File: src/rtl/rdft_add_sched.sv
// rdft_add_sched: round-robin scheduler sharing one registered complex adder among N requesters.
// Optional macro RDFT_SAT_EN: each lane saturates instead of wrapping on overflow.
module rdft_add_sched #(
    parameter int W  = 32,
    parameter int N  = 4,
    parameter int IW = $clog2(N)
) (
    input  logic            clk,
    input  logic            rst,
    input  logic [N-1:0]    req_valid,
    output logic [N-1:0]    req_ready,
    input  logic [N*W-1:0]  req_a,
    input  logic [N*W-1:0]  req_ja,
    input  logic [N*W-1:0]  req_b,
    input  logic [N*W-1:0]  req_jb,
    output logic            res_valid,
    input  logic            res_ready,
    output logic [W-1:0]    res_s,
    output logic [W-1:0]    res_js,
    output logic [IW-1:0]   res_id
);

    typedef enum logic {
        ST_EMPTY = 1'b0,
        ST_FULL  = 1'b1
    } state_t;

    state_t        r_state;
    state_t        w_state_nxt;
    logic [IW-1:0] r_rr_ptr;
    logic [W-1:0]  r_s;
    logic [W-1:0]  r_js;
    logic [IW-1:0] r_id;

    logic          w_grant_vld;
    logic [IW-1:0] w_grant_idx;
    logic [N-1:0]  w_grant;
    logic          w_slot_free;
    logic          w_accept;
    logic [IW-1:0] w_rr_nxt;
    logic [W-1:0]  w_sum_s;
    logic [W-1:0]  w_sum_js;

    logic [W-1:0]  w_a_arr  [N];
    logic [W-1:0]  w_ja_arr [N];
    logic [W-1:0]  w_b_arr  [N];
    logic [W-1:0]  w_jb_arr [N];

    // One lane of the adder; carry out is dropped unless saturation is built in.
    function automatic logic [W-1:0] lane_add(input logic [W-1:0] a, input logic [W-1:0] b);
`ifdef RDFT_SAT_EN
        logic [W:0] sum;
        sum = {a[W-1], a} + {b[W-1], b};
        if (sum[W] != sum[W-1]) begin
            lane_add = sum[W] ? {1'b1, {(W-1){1'b0}}} : {1'b0, {(W-1){1'b1}}};
        end else begin
            lane_add = sum[W-1:0];
        end
`else
        lane_add = a + b;
`endif
    endfunction

    // Unpack the flattened operand buses into per-requester lanes.
    always_comb begin
        for (int i = 0; i < N; i++) begin
            w_a_arr[i]  = req_a[i*W +: W];
            w_ja_arr[i] = req_ja[i*W +: W];
            w_b_arr[i]  = req_b[i*W +: W];
            w_jb_arr[i] = req_jb[i*W +: W];
        end
    end

    // Round-robin search: first valid requester at or above rr_ptr, wrapping at N.
    always_comb begin
        logic [IW:0] cand;
        w_grant_vld = 1'b0;
        w_grant_idx = '0;
        cand        = '0;
        for (int k = 0; k < N; k++) begin
            cand = {1'b0, r_rr_ptr} + (IW+1)'(k);
            if (cand >= (IW+1)'(N)) begin
                cand = cand - (IW+1)'(N);
            end else begin
                cand = cand;
            end
            if (!w_grant_vld && req_valid[cand[IW-1:0]]) begin
                w_grant_vld = 1'b1;
                w_grant_idx = cand[IW-1:0];
            end else begin
                w_grant_vld = w_grant_vld;
            end
        end
    end

    // One-hot grant and handshake; ready is held low while reset is asserted.
    always_comb begin
        for (int i = 0; i < N; i++) begin
            w_grant[i] = w_grant_vld && (w_grant_idx == IW'(i));
        end
        w_slot_free = (r_state == ST_EMPTY) || res_ready;
        req_ready   = w_grant & {N{w_slot_free & rst}};
        w_accept    = |req_ready;
        if (w_grant_idx == IW'(N-1)) begin
            w_rr_nxt = '0;
        end else begin
            w_rr_nxt = w_grant_idx + IW'(1);
        end
        w_sum_s  = lane_add(w_a_arr[w_grant_idx],  w_b_arr[w_grant_idx]);
        w_sum_js = lane_add(w_ja_arr[w_grant_idx], w_jb_arr[w_grant_idx]);
    end

    // Output-register occupancy: accept fills, drain without accept empties.
    always_comb begin
        w_state_nxt = r_state;
        case (r_state)
            ST_EMPTY: begin
                if (w_accept) begin
                    w_state_nxt = ST_FULL;
                end else begin
                    w_state_nxt = ST_EMPTY;
                end
            end
            ST_FULL: begin
                if (w_accept) begin
                    w_state_nxt = ST_FULL;
                end else if (res_ready) begin
                    w_state_nxt = ST_EMPTY;
                end else begin
                    w_state_nxt = ST_FULL;
                end
            end
            default: w_state_nxt = ST_EMPTY;
        endcase
    end

    // State register.
    always_ff @(posedge clk or negedge rst) begin
        if (!rst) begin
            r_state <= ST_EMPTY;
        end else begin
            r_state <= w_state_nxt;
        end
    end

    // Result payload and pointer; both change only on accept so data holds under backpressure.
    always_ff @(posedge clk or negedge rst) begin
        if (!rst) begin
            r_s      <= '0;
            r_js     <= '0;
            r_id     <= '0;
            r_rr_ptr <= '0;
        end else if (w_accept) begin
            r_s      <= w_sum_s;
            r_js     <= w_sum_js;
            r_id     <= w_grant_idx;
            r_rr_ptr <= w_rr_nxt;
        end
    end

    assign res_valid = (r_state == ST_FULL);
    assign res_s     = r_s;
    assign res_js    = r_js;
    assign res_id    = r_id;

endmodule

File: config.mk
export PLATFORM = sky130hd
export DESIGN_NAME = rdft_add_sched
export DESIGN_NICKNAME = d
export VERILOG_FILES = /design/src/rtl/rdft_add_sched.sv
export SDC_FILE = /design/constraint.sdc
export NUM_CORES = 1
export LEC_CHECK = 0
export ABC_AREA = 1
export ABC_CLOCK_PERIOD_IN_PS = 5100
export CORE_AREA = 2 2 226 228
export DETAILED_ROUTE_END_ITERATION = 7
export DIE_AREA = 0 0 228 230
export RECOVER_POWER = 25
export SLEW_MARGIN = 20
export SYNTH_ARGS = -nofsm -noshare
export SYNTH_HDL_FRONTEND = slang
export SYNTH_SLANG_ARGS = --single-unit
File: constraint.sdc
create_clock -name clk -period 5.1 [get_ports clk]
set_clock_uncertainty 0.2 [all_clocks]
set_input_delay 1.53 -clock clk [delete_from_list [all_inputs] [get_ports clk]]
set_output_delay 1.53 -clock clk [all_outputs]
set_load 0.01 [all_outputs]
==> impl_metrics.toml <==
[clocking]
cts_tree = "yes"
cts-root-buf = "clkbuf_16"
cts_inserted_buffers = 9
clkTransAtPathRegs_ns = 0.06
ctsHtreeMaxLevel = 3
clockBufferDepth = 2
hold_buffers = 0
cts.sinks = 69
clkLatencyLatePin_ns = 0.36

[yosys]
avgSynthCellArea_um2 = 6.17
synthCells = 1692
yosys_warnings = 0
syn_nets = 2279
synth_seq_cells = 69
synthesis.area_um2 = 10400
yosysSeqAreaShare_pct = 16.6
ys_types = 45

[place]
dp_cells = 3155
post-dp-hpwl_mm = 49.2
routabilityCongestion = 0.940
io_buffer_count = 589
post_dp_cell_area_um2 = 19000

[flow_run]
cap_violations = 1

[status]
status = "finished, violations left"
failed_checks = "max-capacitance violations, max-slew violations"

[final_layout]
instances_no_fill = 3189
fin_nets = 3097
area_growth_pct = 92.9
final_core_util_pct = 40.4
fill_cells = 5204
design_area_um2 = 20100
final_layout_size_suffix_gt1_share_pct = 19.8

[routing]
drc = 0
vias_per_cell = 4.71
first_iter_violations = 727
antenna_left = 0
wire_per_inst_um = 18.4
wirelength_mm = 58.7
first_pass_iters = 5
num_vias = 15000

[die]
start_util_pct = 20.9
die_h_um = 230
coreArea_um2 = 49900
die_w_um = 228
die-area_um2 = 52400
pin_count = 590
rows = 82

[timing]
min_period_ns = 5.04
slew_headroom_pct = -23.6
finalSetupViolCount = 0
tightest_slew_ns = 1.85
slew_viol_final = 67
hold_violations = 0
clock.fmax_ghz = 0.199
rsz0062_at_grt = "true"
period_share_pct = 98.8
fin_tns_setup_ns = 0

[global_route]
grt_pass1_wl_mm = 86.4
antenna_found_initial = 3
grt_pass1_vias = 15100
grt_overflow = 0
grt_max_degree = 72
track_usage_pct = 21.2

[critical_path]
crit_path_start_kind = "input port"
cp.arrival_ns = 3.31
crit_fanout = 4
reg2reg_depth = 24
cp-end-kind = "output port"
r2r_end = "res_s[19]"
crit_type = "input port to output port"
required_ns = 3.37
rrSetupSlack_ns = 0.77
rr_startpoint = "r_rr_ptr[0]"

[hold_path]
min_from = "res_js[0]"
hold_class = "flop to flop"
holdPathStages = 2
whs_endpoint = "res_js[0]"
==> cells by family after synthesis <==
group	count (synthesis)	synth area share, %
buffers and inverters	191	8.68
AOI/OAI and AO/OA	566	30.9
and+or+nand+nor	747	31.3
adders and majority gates	68	8.30
DFF	69	16.6
xor gates and xnor gates	51	4.28
==> how the worst max path moves through the flow <==
stage / start / end / slack (ns)
after floorplan: req_valid[3] / res_s[30] / 0.19
after global placement: req_valid[1] / res_js[31] / -0.79
after detailed placement: req_valid[1] / res_js[31] / -0.75
after CTS: req_valid[2] / req_ready[3] / 0.14
after global routing: req_valid[1] / res_s[19] / -0.1
final: req_valid[1] / req_ready[0] / 0.06
==> placed cells by master (no fill, tap or decap), drive strengths merged, types with 28 or more instances in the layout <==
cell type / netlist / layout
ha: 66 / 66
nor2: 196 / 196
o21ai: 275 / 275
nand2: 352 / 352
dfrtp: 69 / 69
buf: 85 / 317
or2: 96 / 96
a21oi: 131 / 131
inv: 90 / 91
xnor2: 38 / 38
clkdlybuf4s50: 0 / 580
nand3: 68 / 68
a22oi: 28 / 28
o211ai: 98 / 98
==> cell usage after synthesis, drive strengths merged <==
cell type  count  area (µm²)
nand3         68         363
o21a           3        22.5
o21ai        275        1380
a22oi         28         210
xor2          13         114
o2111ai        1        8.76
o211ai        98         736
nand2        352        1330
nand3b         2        15.0
nor4           1        6.26
dfrtp         69        1730
or2           96         601
clkinv         2        8.75
xnor2         38         333
o31ai          1        7.51
nor2         196         764
o221ai         1        8.76
a31oi         11        68.8
nand4         20         125
o21bai         5        37.5
fa             2        40.0
clkbuf        14        53.8
nor3          11        55.1
inv           90         340
a21oi        131         656
buf           85         503
ha            66         826
a21boi         2        15.0
nand2b         1        6.26
a21o          10        75.1
==> sequential cells by signal, summed over array words and instances, names as in the netlist <==
register	count
res_js	32
res_id	2
res_s	32
res_valid	1
r_rr_ptr	2
==> metal layers <==
layer	track usage, %	routed length, µm	share of wire, %	vias to the layer above
li1	-	-	-	7469
met1	24.5	24200	41	6973
met2	38.6	29600	50	477
met3	3.77	2970	5.1	86
met4	7.88	2020	3.4	2
met5	0	13	0.022	-
==> stage by stage <==
step           hold WS (ns)  setup WS (ns)
3_5_place_dp          0.263         -0.747
6_report              0.274         0.0636
2_1_floorplan         0.306          0.190
4_1_cts               0.279          0.135
5_1_grt               0.292        -0.0952
3_3_place_gp          0.262         -0.794
==> area by class of cell <==
| cell class | instances | area, µm² | share of cell area, % |
|---|---|---|---|
| Clock inverter | 7 | 88.8 | 0.441 |
| Multi-Input combinational cell | 1432 | 8400 | 41.7 |
| Tap cell | 672 | 841 | 4.18 |
| Inverter | 92 | 362 | 1.80 |
| Sequential cell | 69 | 1730 | 8.58 |
| Clock buffer | 9 | 225 | 1.12 |
| Antenna cell | 2 | 5.00 | 0.0249 |
| Timing Repair Buffer | 906 | 8480 | 42.1 |
==> what timing repair did <==
item                       CTS  global route
buffers inserted             5             9
pin swaps                   13            42
gates cloned                 0             2
setup endpoints to repair   49            36
gates resized for setup     79           139
==> critical path, stage by stage <==
cell and delay (ns):
dlygate4sd2_1 0.26, inv_2 0.07, nand2_2 0.05, nand3_1 0.11, nand2_2 0.07, nand2_2 0.08
nand2_1 0.06, nand2_2 0.09, nand3_4 0.15, buf_6 0.16, buf_6 0.11, ha_1 0.19
nand3_1 0.09, inv_2 0.04, clkdlybuf4s15_2 0.23
Power is not shown: default switching activity piles up to over one toggle a cycle in this logic, so the estimate is an artifact.
